--- config.mk ---
export PLATFORM = sky130hd
export DESIGN_NAME = mc_ctrl_hs
export DESIGN_NICKNAME = d
export VERILOG_FILES = /design/src/rtl/mc_ctrl_hs.sv
export SDC_FILE = /design/constraint.sdc
export NUM_CORES = 1
export LEC_CHECK = 0
export ABC_AREA = 0
export CAP_MARGIN = 10
export CELL_PAD_IN_SITES_DETAIL_PLACEMENT = 1
export CELL_PAD_IN_SITES_GLOBAL_PLACEMENT = 1
export CORE_MARGIN = 4
export CORE_UTILIZATION = 39
export DETAILED_ROUTE_END_ITERATION = 8
export MAX_ROUTING_LAYER = met4
export PLACE_DENSITY = 0.88
export SYNTH_ARGS = -nofsm -noshare
export SYNTH_HDL_FRONTEND = slang
export SYNTH_SLANG_ARGS = --single-unit
export TNS_END_PERCENT = 5
--- constraint.sdc ---
create_clock -name clk -period 4.6 [get_ports clk]
set_input_delay 0.69 -clock clk [delete_from_list [all_inputs] [get_ports clk]]
set_output_delay 0.69 -clock clk [all_outputs]
set_load 0.01 [all_outputs]
--- src/rtl/mc_ctrl_hs.sv ---
// Multi-cycle MIPS control FSM with a memory request/acknowledge handshake.
// Sequences IF/ID/EXE/MEM/WB and drives the datapath control encodings,
// flags illegal encodings and counts retired instructions.
module mc_ctrl_hs #(
  parameter int USE_ACK  = 0,
  parameter int MEM_WAIT = 0,
  parameter int CNT_W    = 32
) (
  input  logic             clk,
  input  logic             rst,
  input  logic [5:0]       opcode,
  input  logic [5:0]       funct,
  input  logic             zero,
  input  logic             mem_ack,
  output logic             mem_req,
  output logic             pcwr,
  output logic             irwr,
  output logic             RegWrite,
  output logic             MemWrite,
  output logic [1:0]       RegDst,
  output logic [1:0]       MemToReg,
  output logic             ALUSrc,
  output logic [1:0]       ALUOp,
  output logic [1:0]       ExtOp,
  output logic [1:0]       npc_sel,
  output logic             write_30,
  output logic             islb,
  output logic             issb,
  output logic             illegal,
  output logic [2:0]       state,
  output logic [CNT_W-1:0] instret
);

  typedef enum logic [2:0] {
    S_IF  = 3'd0,
    S_ID  = 3'd1,
    S_EXE = 3'd2,
    S_MEM = 3'd3,
    S_WB  = 3'd4
  } state_t;

  typedef enum logic [3:0] {
    I_ADDU, I_SUBU, I_SLT, I_JR,
    I_ORI, I_ADDI, I_LUI,
    I_LW, I_LB, I_SW, I_SB,
    I_BEQ, I_J, I_JAL, I_BAD
  } instr_t;

  state_t cur;
  state_t nxt;
  instr_t ins;
  logic   rst_q;
  logic   blank;
  logic   ack;
  logic   retire;
  logic   is_ld;
  logic   is_st;

  // Outputs are held at zero while rst is high and for the cycle after it.
  assign blank   = rst | rst_q;
  assign mem_req = !blank && ((cur == S_IF) || (cur == S_MEM));
  assign state   = blank ? S_IF : cur;
  assign is_ld   = (ins == I_LW) || (ins == I_LB);
  assign is_st   = (ins == I_SW) || (ins == I_SB);

  generate
    if (USE_ACK != 0) begin : g_ext_ack
      // External acknowledge, only honoured while an access is in progress.
      assign ack = mem_req & mem_ack;
    end else begin : g_int_ack
      localparam logic [3:0] WAIT_LIM = 4'(MEM_WAIT);
      logic [3:0] wcnt;
      logic       unused_ack;
      assign unused_ack = mem_ack;
      assign ack        = mem_req && (wcnt == WAIT_LIM);
      // Wait-state counter: counts cycles of the current access, clears on ack.
      always_ff @(posedge clk) begin
        if (rst) begin
          wcnt <= '0;
        end else if (mem_req) begin
          wcnt <= ack ? '0 : wcnt + 4'd1;
        end
      end
    end
  endgenerate

  // Instruction decode from the IR opcode/funct fields.
  always_comb begin
    ins = I_BAD;
    case (opcode)
      6'b000000: begin
        case (funct)
          6'b100001: ins = I_ADDU;
          6'b100011: ins = I_SUBU;
          6'b101010: ins = I_SLT;
          6'b001000: ins = I_JR;
          default:   ins = I_BAD;
        endcase
      end
      6'b001101: ins = I_ORI;
      6'b001000: ins = I_ADDI;
      6'b001111: ins = I_LUI;
      6'b100011: ins = I_LW;
      6'b100000: ins = I_LB;
      6'b101011: ins = I_SW;
      6'b101000: ins = I_SB;
      6'b000100: ins = I_BEQ;
      6'b000010: ins = I_J;
      6'b000011: ins = I_JAL;
      default:   ins = I_BAD;
    endcase
  end

  // Control outputs, next state and retirement from state and IR.
  always_comb begin
    pcwr     = 1'b0;
    irwr     = 1'b0;
    RegWrite = 1'b0;
    MemWrite = 1'b0;
    RegDst   = 2'b00;
    MemToReg = 2'b00;
    ALUSrc   = 1'b0;
    ALUOp    = 2'b00;
    ExtOp    = 2'b00;
    npc_sel  = 2'b00;
    write_30 = 1'b0;
    islb     = 1'b0;
    issb     = 1'b0;
    illegal  = 1'b0;
    retire   = 1'b0;
    nxt      = cur;
    if (!blank) begin
      case (cur)
        S_IF: begin
          if (ack) begin
            irwr = 1'b1;
            pcwr = 1'b1;
            nxt  = S_ID;
          end
        end
        S_ID: begin
          case (ins)
            I_J: begin
              pcwr    = 1'b1;
              npc_sel = 2'b10;
              retire  = 1'b1;
              nxt     = S_IF;
            end
            I_JAL: begin
              pcwr     = 1'b1;
              npc_sel  = 2'b10;
              RegWrite = 1'b1;
              RegDst   = 2'b10;
              MemToReg = 2'b10;
              retire   = 1'b1;
              nxt      = S_IF;
            end
            I_JR: begin
              pcwr    = 1'b1;
              npc_sel = 2'b11;
              retire  = 1'b1;
              nxt     = S_IF;
            end
            I_BAD: begin
              illegal = 1'b1;
              nxt     = S_IF;
            end
            default: nxt = S_EXE;
          endcase
        end
        S_EXE: begin
          nxt = S_WB;
          case (ins)
            I_SUBU: ALUOp = 2'b01;
            I_SLT:  ALUOp = 2'b11;
            I_ORI: begin
              ALUSrc = 1'b1;
              ALUOp  = 2'b10;
            end
            I_LUI: begin
              ALUSrc = 1'b1;
              ExtOp  = 2'b10;
              ALUOp  = 2'b10;
            end
            I_ADDI: begin
              ALUSrc   = 1'b1;
              ExtOp    = 2'b01;
              write_30 = 1'b1;
            end
            I_LW, I_LB, I_SW, I_SB: begin
              ALUSrc = 1'b1;
              ExtOp  = 2'b01;
              nxt    = S_MEM;
            end
            I_BEQ: begin
              ALUOp   = 2'b01;
              npc_sel = 2'b01;
              pcwr    = zero;
              retire  = 1'b1;
              nxt     = S_IF;
            end
            default: ;
          endcase
        end
        S_MEM: begin
          // Address path kept identical to EXE so the address is stable.
          ALUSrc = 1'b1;
          ExtOp  = 2'b01;
          islb   = (ins == I_LB);
          issb   = (ins == I_SB);
          if (ack) begin
            if (is_st) begin
              MemWrite = 1'b1;
              retire   = 1'b1;
              nxt      = S_IF;
            end else begin
              nxt = S_WB;
            end
          end
        end
        S_WB: begin
          RegWrite = 1'b1;
          if ((ins == I_ADDU) || (ins == I_SUBU) || (ins == I_SLT)) begin
            RegDst = 2'b01;
          end
          if (is_ld) begin
            MemToReg = 2'b01;
          end
          write_30 = (ins == I_ADDI);
          islb     = (ins == I_LB);
          retire   = 1'b1;
          nxt      = S_IF;
        end
        default: nxt = S_IF;
      endcase
    end
  end

  // State register, reset-blank flag and retired-instruction counter.
  always_ff @(posedge clk) begin
    if (rst) begin
      cur     <= S_IF;
      rst_q   <= 1'b1;
      instret <= '0;
    end else begin
      rst_q <= 1'b0;
      cur   <= nxt;
      if (retire) begin
        instret <= instret + CNT_W'(1);
      end
    end
  end

endmodule
* After elaboration in Yosys (flattened, before gate mapping)
Index checks and enable logic that the tools add are counted.
** Storage, ports and cells
- Register bits after elaboration :: 40
- Input port bits :: 16
** Operators by class
- Add/sub/neg operators :: 2
- Equal/unequal tests :: 34
- Mux-type cells :: 58
- Bitwise operators :: 2
- Reduce and logical (&&, ||, !) cells :: 22
** Operators with widths (count)
- case mux 4 bit (11 select lines) :: 1
- == test 6 bit (second input constant) :: 7
- adder 32 x 1 -> 32 bit (second input constant) :: 1
- 2-to-1 mux 1 bit :: 29
- == test 4 bit (second input constant) :: 7
- == test 6 x 4 -> 1 bit (second input constant) :: 4
- case mux 2 bit (2 select lines) :: 6
- == test 4 x 3 -> 1 bit (second input constant) :: 4
- 2-to-1 mux 2 bit :: 8
- case mux 4 bit (4 select lines) :: 1
- == test 6 x 2 -> 1 bit (second input constant) :: 2
- 2-to-1 mux 3 bit :: 4
- case mux 3 bit (4 select lines) :: 1
- == test 4 x 2 -> 1 bit (second input constant) :: 2
- zero test 4 bit :: 2
- OR reduction 2 bit :: 4
- OR reduction 4 bit :: 2
- OR reduction 7 bit :: 1
- == test 3 x 2 -> 1 bit (second input constant) :: 2
- == test 6 x 3 -> 1 bit (second input constant) :: 1
- zero test 6 bit :: 1
- case mux 1 bit (2 select lines) :: 3
- case mux 2 bit (3 select lines) :: 1
- case mux 3 bit (2 select lines) :: 1
- 17 further kinds :: 23

* Longest topological paths before layout
Gate-level depths: netlist (run 1).
- Word-level depth :: 9
- Depth in mapped cells :: 11

* Least setup slack after synthesis (run 1)
Ideal clock, no wire load.
- Kind :: input to output
- From :: input opcode[0]
- To :: output MemWrite
- Data arrival time :: 2.688 ns
- Required time :: 3.910 ns
- Path slack :: 1.222 ns
- Stages on the path :: 9
- Path through :: buf_6 > or2_4 > mux2_2 > o31a_1 > a32o_1 > or4_4 > buf_6 > buf_6 > inv_1
** On the way
- Word-level cells in the longest chain between the ends :: 8
- Elaborated cells between the ends (all ways) :: 19
** RTL lines
- from (decl) :: RTL line 11 : input logic [5:0] opcode,
- == test 6 x 2 -> 1 bit (tied with other cells) :: RTL line 90 : case (opcode)
- case mux 4 bit (11 select lines) (*) :: RTL line 90
- == test 4 bit :: RTL line 64 : assign is_st = (ins == I_SW) || (ins == I_SB);
- logical OR 1 bit (*) :: RTL line 64
- 2-to-1 mux 1 bit (*) :: RTL line 212 : if (is_st) begin
- 2-to-1 mux 1 bit (*) :: RTL line 211 : if (ack) begin
- 2-to-1 mux 1 bit (*) :: RTL line 133 : case (cur)
- 2-to-1 mux 1 bit (*) :: RTL line 132 : if (!blank) begin
- to (decl) :: RTL line 19 : output logic MemWrite,
Every way passes the cells marked *; elsewhere a longest branch is shown, timed or not.

* Final worst setup path (run 1)
- From :: input opcode[0]
- To :: output ExtOp[0]
** On the way
- Word-level cells in the longest chain between the ends :: 7
- Elaborated cells between the ends (all ways) :: 22
** RTL lines
- == test 6 x 2 -> 1 bit (tied with other cells) :: RTL line 90
- case mux 4 bit (11 select lines) (*) :: RTL line 90
- == test 4 x 3 -> 1 bit / == test 4 bit (equally long branches) :: RTL line 173 : case (ins)
- OR reduction 5 bit (no line)
- case mux 2 bit (2 select lines) (*) :: RTL line 173
- case mux 2 bit (2 select lines) (*) :: RTL line 133
- 2-to-1 mux 2 bit (*) :: RTL line 132
- to (decl) :: RTL line 24 : output logic [1:0] ExtOp,
Marks and branches as above.

==> results.sh, run 1 <==
export IMPL_cts_made_buffers=5
export IMPL_grt_pass1_wl_um=15000
export IMPL_ys_types=67
export IMPL_synth_fa_ha_area_share_pct=1.30
export IMPL_status="finished clean"
export IMPL_min_path_type="reg2reg"
export IMPL_finalNetCount=448
export IMPL_grt_ovfl_total=0
export IMPL_crit_path_end_kind="primary output"
export IMPL_cts_sinks=40
export IMPL_start_util_pct=40.0
export IMPL_drcViolationCount=0
export IMPL_htreeDepth=2
export IMPL_worst_path_max_fanout=9
export IMPL_synth_seq_cells=40
export IMPL_critPathRequiredTime_ps=3910
export IMPL_grt_pass1_vias=3095
export IMPL_syn_num_nets=380
export IMPL_clockBufferDepth=2
export IMPL_hold_viol_final=0
export IMPL_syn_area_mm2=0.00290
export IMPL_synth_area_per_cell_um2=8.03
export IMPL_wl_per_cell_um=17.2
export IMPL_vias=2939
export IMPL_num_fill_cells=889
export IMPL_clockRootBuffer="clkbuf_8"
export IMPL_maxCapViolCount=0
export IMPL_ys_warn_count=0
export IMPL_antenna_cells=0
export IMPL_hpwl_um=6790
export IMPL_place_inst=520
export IMPL_die_area_mm2=0.00887
export IMPL_vdd_drop_max_mv=0.153
export IMPL_core_mm2=0.00725
export IMPL_drive_gt1_share_pct=10.9
export IMPL_tns_ps=0
export IMPL_async_flop_share_pct=0
export IMPL_final_cells=529
export IMPL_detail_route_iter0_violations=115
export IMPL_arrival_ps=3700
export IMPL_synth_seq_area_share_pct=27.6
export IMPL_powerDensity_mw_per_mm2=195
export IMPL_crit_type="in2out"
export IMPL_area_delta_synth_final_pct=31.4
export IMPL_finalCriticalPeriod_ps=4390
export IMPL_pin_count=71
export IMPL_holdBufCountCts=0
export IMPL_synth_compound_area_share_pct=25.3
export IMPL_synth_top_family_by_area="simple AND/OR/NAND/NOR gates"
export IMPL_ys_flop_type="dfxtp_1"
export IMPL_die_h_um=94.2
export IMPL_gp_congestion=0.943
export IMPL_clk_latency_ps=300
export IMPL_syn_inst=361
export IMPL_cellLeakagePower_nw=1.34
export IMPL_fin_worst_hold_slack_ps=500
export IMPL_skew_ps=10.8
export IMPL_p_total_w=0.000743
export IMPL_grt_max_degree=54
export IMPL_slew_viol_final=0
export IMPL_setup_viol=0
export IMPL_slew_headroom_pct=55.4
export IMPL_synthMuxAreaShare_pct=3.37
export IMPL_io_buffers=69
export IMPL_synth_simple_area_share_pct=30.7
export IMPL_drt_antenna_violating_nets=0
export IMPL_synth_edf_count=0
export IMPL_grt_usage_pct=21.5
export IMPL_fp_row_count=31
export IMPL_worst_pin_slew_ps=663
export IMPL_start_kind="input pin"
export IMPL_dieWidth_um=94.2
export IMPL_antenna_found_initial=0
export IMPL_grt_setup_unrepaired="no"
export IMPL_cts_tree="done"
export IMPL_synth_xor_area_share_pct=5.74
export IMPL_clk_pin_slew_ps=70
export IMPL_wl_um=9070
export IMPL_ff2ff_setup_slack_ps=1720
export IMPL_fin_area_mm2=0.00381
export IMPL_dr_pass1_iters=4
export IMPL_fmax_ghz=0.228
export IMPL_finalCritPeriodShare_pct=95.5
export IMPL_placed_cell_area_mm2=0.00368
export IMPL_via_per_inst=5.56
[timing repair]
| item | CTS | global route |
|---|---|---|
| gates resized for setup | 0 | 5 |
| endpoints found under the setup margin | 0 | 4 |
| setup buffers | 0 | 1 |
[per-layer routing]
| metal | vias to the layer above | share of wire (%) | GRT usage (%) |
|---|---|---|---|
| li1 | 1450 | - | - |
| met1 | 1411 | 44 | 25.4 |
| met2 | 68 | 50 | 37.4 |
| met3 | 10 | 4.8 | 4.49 |
| met4 | 0 | 1.4 | 5.29 |
| met5 | - | 0 | - |
[sequential cells by signal, summed over array words and instances (netlist names)]
register / count
instret: 32
g_int_ack.wcnt: 4
cur: 3
rst_q: 1
[critical path: stages]
cell and delay, ps:
clkdlybuf4s50_1 580, or2_4 350, mux2_2 290, o31a_1 260, a32o_1 240, or3_1 380, nand2_1 120, nor2_1 50
a21oi_1 180, clkdlybuf4s50_1 550
[placed cells by master, fill, tap and decap left out, drive strengths merged, types with 3 or more instances in the layout]
cell type	n
nor3	10
o31ai	3
nand3b	3
and2	5
buf	12
mux2	6
mux2i	3
clkdlybuf4s50	66
or3	5
o21ai	5
dlymetal6s2s	3
clkbuf	6
and3	5
nor3b	4
dfxtp	40
a31o	7
xnor2	17
nand2	21
nand4	9
nor2	60
a211oi	9
a311oi	3
nor2b	8
nand2b	11
nand3	13
ha	3
inv	15
a2111oi	7
a21oi	26
a21o	6
[through the flow]
stage | setup WS (ps) | util, %
2_1_floorplan | 1220 | -
3_3_place_gp | 116 | 50.8
3_5_place_dp | 124 | 50.8
4_1_cts | 104 | 52.2
5_1_grt | 15.2 | 52.5
6_report | 209 | 52.5
[synth_stat cells (4+ instances only)]
master      n  area [um^2]
nand2b_1   11         68.8
buf_2       4         20.0
a31o_2      4         35.0
clkbuf_1   10         37.5
inv_1      15         56.3
mux2_1      5         56.3
nand4_1     9         56.3
nand3_1    13         65.1
a21oi_1    23          115
a211oi_1    4         30.0
or3_1       5         31.3
nor2_1     60          225
a211oi_2    5         62.6
buf_6       4         45.0
o21ai_0     5         25.0
nor2b_1     8         50.1
a2111oi_2   4         60.1
nor3b_1     4         30.0
and3_1      5         31.3
and2_1      5         31.3
nand2_1    21         78.8
a21o_1      6         45.0
nor3_1     10         50.1
xnor2_1    17          149
dfxtp_1    40          801
[logic make-up after synthesis]
family          after synthesis
xor+xnor                     19
simple gates                169
fa+ha+maj                     3
compound gates               86
flops                        40
buf+inv                      35
mux                           9
[power by group]
group / switching, W / internal [W]
Sequential: 0.00000716 / 0.000348
Combinational: 0.0000544 / 0.0000424
Clock: 0.000129 / 0.000161
Total: 0.000191 / 0.000551
[area by class of cell]
type                       instances  area, um^2  share of cell area (%)
multi-input combinational        286        1930                    50.7
sequential                        40         801                    21.0
timing repair buffer              81         788                    20.7
tap                               99         124                    3.25
clock buffer                       6        72.6                    1.91
inverter                          15        56.3                    1.48
clock inverter                     2        35.0                   0.920
[final timing paths]
| path | from | to | cells after the start |
|---|---|---|---|
| setup / recovery | opcode[0] | ExtOp[0] | 10 |
| hold / removal | g_int_ack.wcnt[2] | g_int_ack.wcnt[2] | 2 |
| setup reg to reg | instret[3] | instret[31] | 7 |
| hold reg to reg | g_int_ack.wcnt[2] | g_int_ack.wcnt[2] | 2 |
(Power assumes the default switching activity.)
==> run 2, diff against run 1 <==
PLACE_DENSITY = 0.83   (was 0.88)
==> run 2 against run 1 <==
  * Die area unchanged
  * Via count is 0.31% higher
  * Sequential cell count is the same
  * Combinational power about the same
  * Highest routed layer unchanged
==> results.sh, run 2 (synthesis results as in run 1) <==
export IMPL_status="finished clean"
export IMPL_skew_ps=8.42
export IMPL_top_register="instret"
export IMPL_start_util_pct=40.0
export IMPL_crit_path_end_kind="primary output"
export IMPL_reg2reg_depth=9
export IMPL_hold_viol_final=0
export IMPL_met1_usage_pct=25.7
export IMPL_clk_latency_ps=290
export IMPL_placed_cell_area_mm2=0.00367
export IMPL_pin_count=71
export IMPL_worst_path_max_fanout=5
export IMPL_clockRootBuffer="clkbuf_8"
export IMPL_hpwl_um=6940
export IMPL_detail_route_iter0_violations=114
export IMPL_worst_pin_slew_ps=810
export IMPL_cellLeakagePower_nw=1.35
export IMPL_fp_row_count=31
export IMPL_antenna_cells=0
export IMPL_clk_pin_slew_ps=70
export IMPL_cts_made_buffers=5
export IMPL_cts_tree="done"
export IMPL_antenna_found_initial=0
export IMPL_slew_viol_final=0
export IMPL_holdBufCountCts=0
export IMPL_powerDensity_mw_per_mm2=200
export IMPL_dieWidth_um=94.2
export IMPL_grt_ovfl_total=0
export IMPL_grt_setup_unrepaired="no"
export IMPL_clockBufferDepth=2
export IMPL_io_buffers=69
export IMPL_drcViolationCount=0
export IMPL_met3_usage_pct=3.69
export IMPL_critPathLaunch="funct[5]"
export IMPL_grt_usage_pct=22.6
export IMPL_finalNetCount=447
export IMPL_core_mm2=0.00725
export IMPL_reg2reg_to="instret[27]"
export IMPL_cts_sinks=40
export IMPL_vias=2948
export IMPL_grt_busiest_layer="met2"
export IMPL_drive_gt1_share_pct=11.0
export IMPL_wl_um=9170
export IMPL_final_cell_mix="clkdlybuf4s50_1 (64), nor2_1 (60), dfxtp_1 (40)"
export IMPL_via_per_inst=5.58
export IMPL_start_kind="input pin"
export IMPL_setup_viol=0
export IMPL_largest_reg_flops=32
export IMPL_drt_antenna_violating_nets=0
export IMPL_min_path_type="reg2reg"
export IMPL_crit_type="in2out"
export IMPL_fmax_ghz=0.232
export IMPL_top_regs="instret x32, g_int_ack.wcnt x4, cur x3"
export IMPL_worstSetupEndpoint="ExtOp[0]"
export IMPL_die_area_mm2=0.00887
export IMPL_grt_max_degree=53
export IMPL_maxCapViolCount=0
export IMPL_fin_area_mm2=0.00382
export IMPL_use_met2_pct=39.8
export IMPL_arrival_ps=3630
export IMPL_area_delta_synth_final_pct=32.0
export IMPL_final_common_cell="clkdlybuf4s50_1"
export IMPL_finalCriticalPeriod_ps=4320
export IMPL_grt_pass1_vias=3129
export IMPL_tns_ps=0
export IMPL_vdd_drop_max_mv=0.180
export IMPL_grt_pass1_wl_um=15600
export IMPL_finalCritPeriodShare_pct=93.9
export IMPL_dr_pass1_iters=4
export IMPL_wl_per_cell_um=17.4
export IMPL_critPathRequiredTime_ps=3910
export IMPL_gp_congestion=0.933
export IMPL_die_h_um=94.2
export IMPL_rr_startpoint="g_int_ack.wcnt[0]"
export IMPL_htreeDepth=2
export IMPL_ff2ff_setup_slack_ps=1490
export IMPL_slew_headroom_pct=46.0
-- run 2: stage by stage --
stage | hold slack [ps] | setup slack (ps) | total power (W) | instances | util [%]
CTS | 502 | 73.4 | 0.000778 | 527 | 52.4
floorplan | 459 | 1220 | 0.000421 | 361 | -
global route | 531 | 108 | 0.000802 | 528 | 52.7
detailed placement | 492 | 92.0 | 0.000459 | 519 | 50.6
global placement | 473 | 86.6 | 0.000457 | 519 | 50.6
finish | 504 | 282 | 0.000767 | 528 | 52.7
-- run 2: worst max-delay path, cell delays in order --
cell             delay, ps
clkdlybuf4s50_1        530
nand3b_1               140
o311a_1                400
a221oi_2               380
nor2_1                 180
or3_1                  430
nand2_1                110
nor2_1                  60
a21oi_1                170
clkdlybuf4s50_1        540
-- run 2: area by class of cell --
type	count	area, um^2
flip-flops and latches	40	801
clock inverters	1	30.0
repair buffers	80	786
well taps	99	124
inverters	15	56.3
multi-input cells	286	1930
fillers	909	3430
clock buffers	7	96.3
-- run 2: worst min path at each step --
stage / start / end / slack, ps / cells past startpoint
floorplan: g_int_ack.wcnt[2] / g_int_ack.wcnt[2] / 460 / 2
global placement: g_int_ack.wcnt[2] / g_int_ack.wcnt[2] / 470 / 2
detailed placement: g_int_ack.wcnt[2] / g_int_ack.wcnt[2] / 490 / 2
CTS: g_int_ack.wcnt[2] / g_int_ack.wcnt[2] / 500 / 2
global route: g_int_ack.wcnt[2] / g_int_ack.wcnt[2] / 530 / 2
finish: g_int_ack.wcnt[2] / g_int_ack.wcnt[2] / 500 / 2
-- run 2: where the power goes --
part / leakage (nW) / switching (W) / internal [W]
combinational: 0.965 / 0.0000550 / 0.0000417
sequential: 0.323 / 0.00000710 / 0.000348
clock: 0.0645 / 0.000124 / 0.000192
total: 1.35 / 0.000186 / 0.000581
-- run 2: repair_timing --
action,CTS,global route
setup endpoints to repair,0,3
setup buffers,0,1
resized for setup,0,6
-- run 2: per-layer routing --
| metal | up-vias | routed length, um |
|---|---|---|
| met5 | - | 0 |
| met4 | 0 | 290 |
| met3 | 20 | 335 |
| met2 | 63 | 4630 |
| met1 | 1424 | 3910 |
| li1 | 1441 | - |
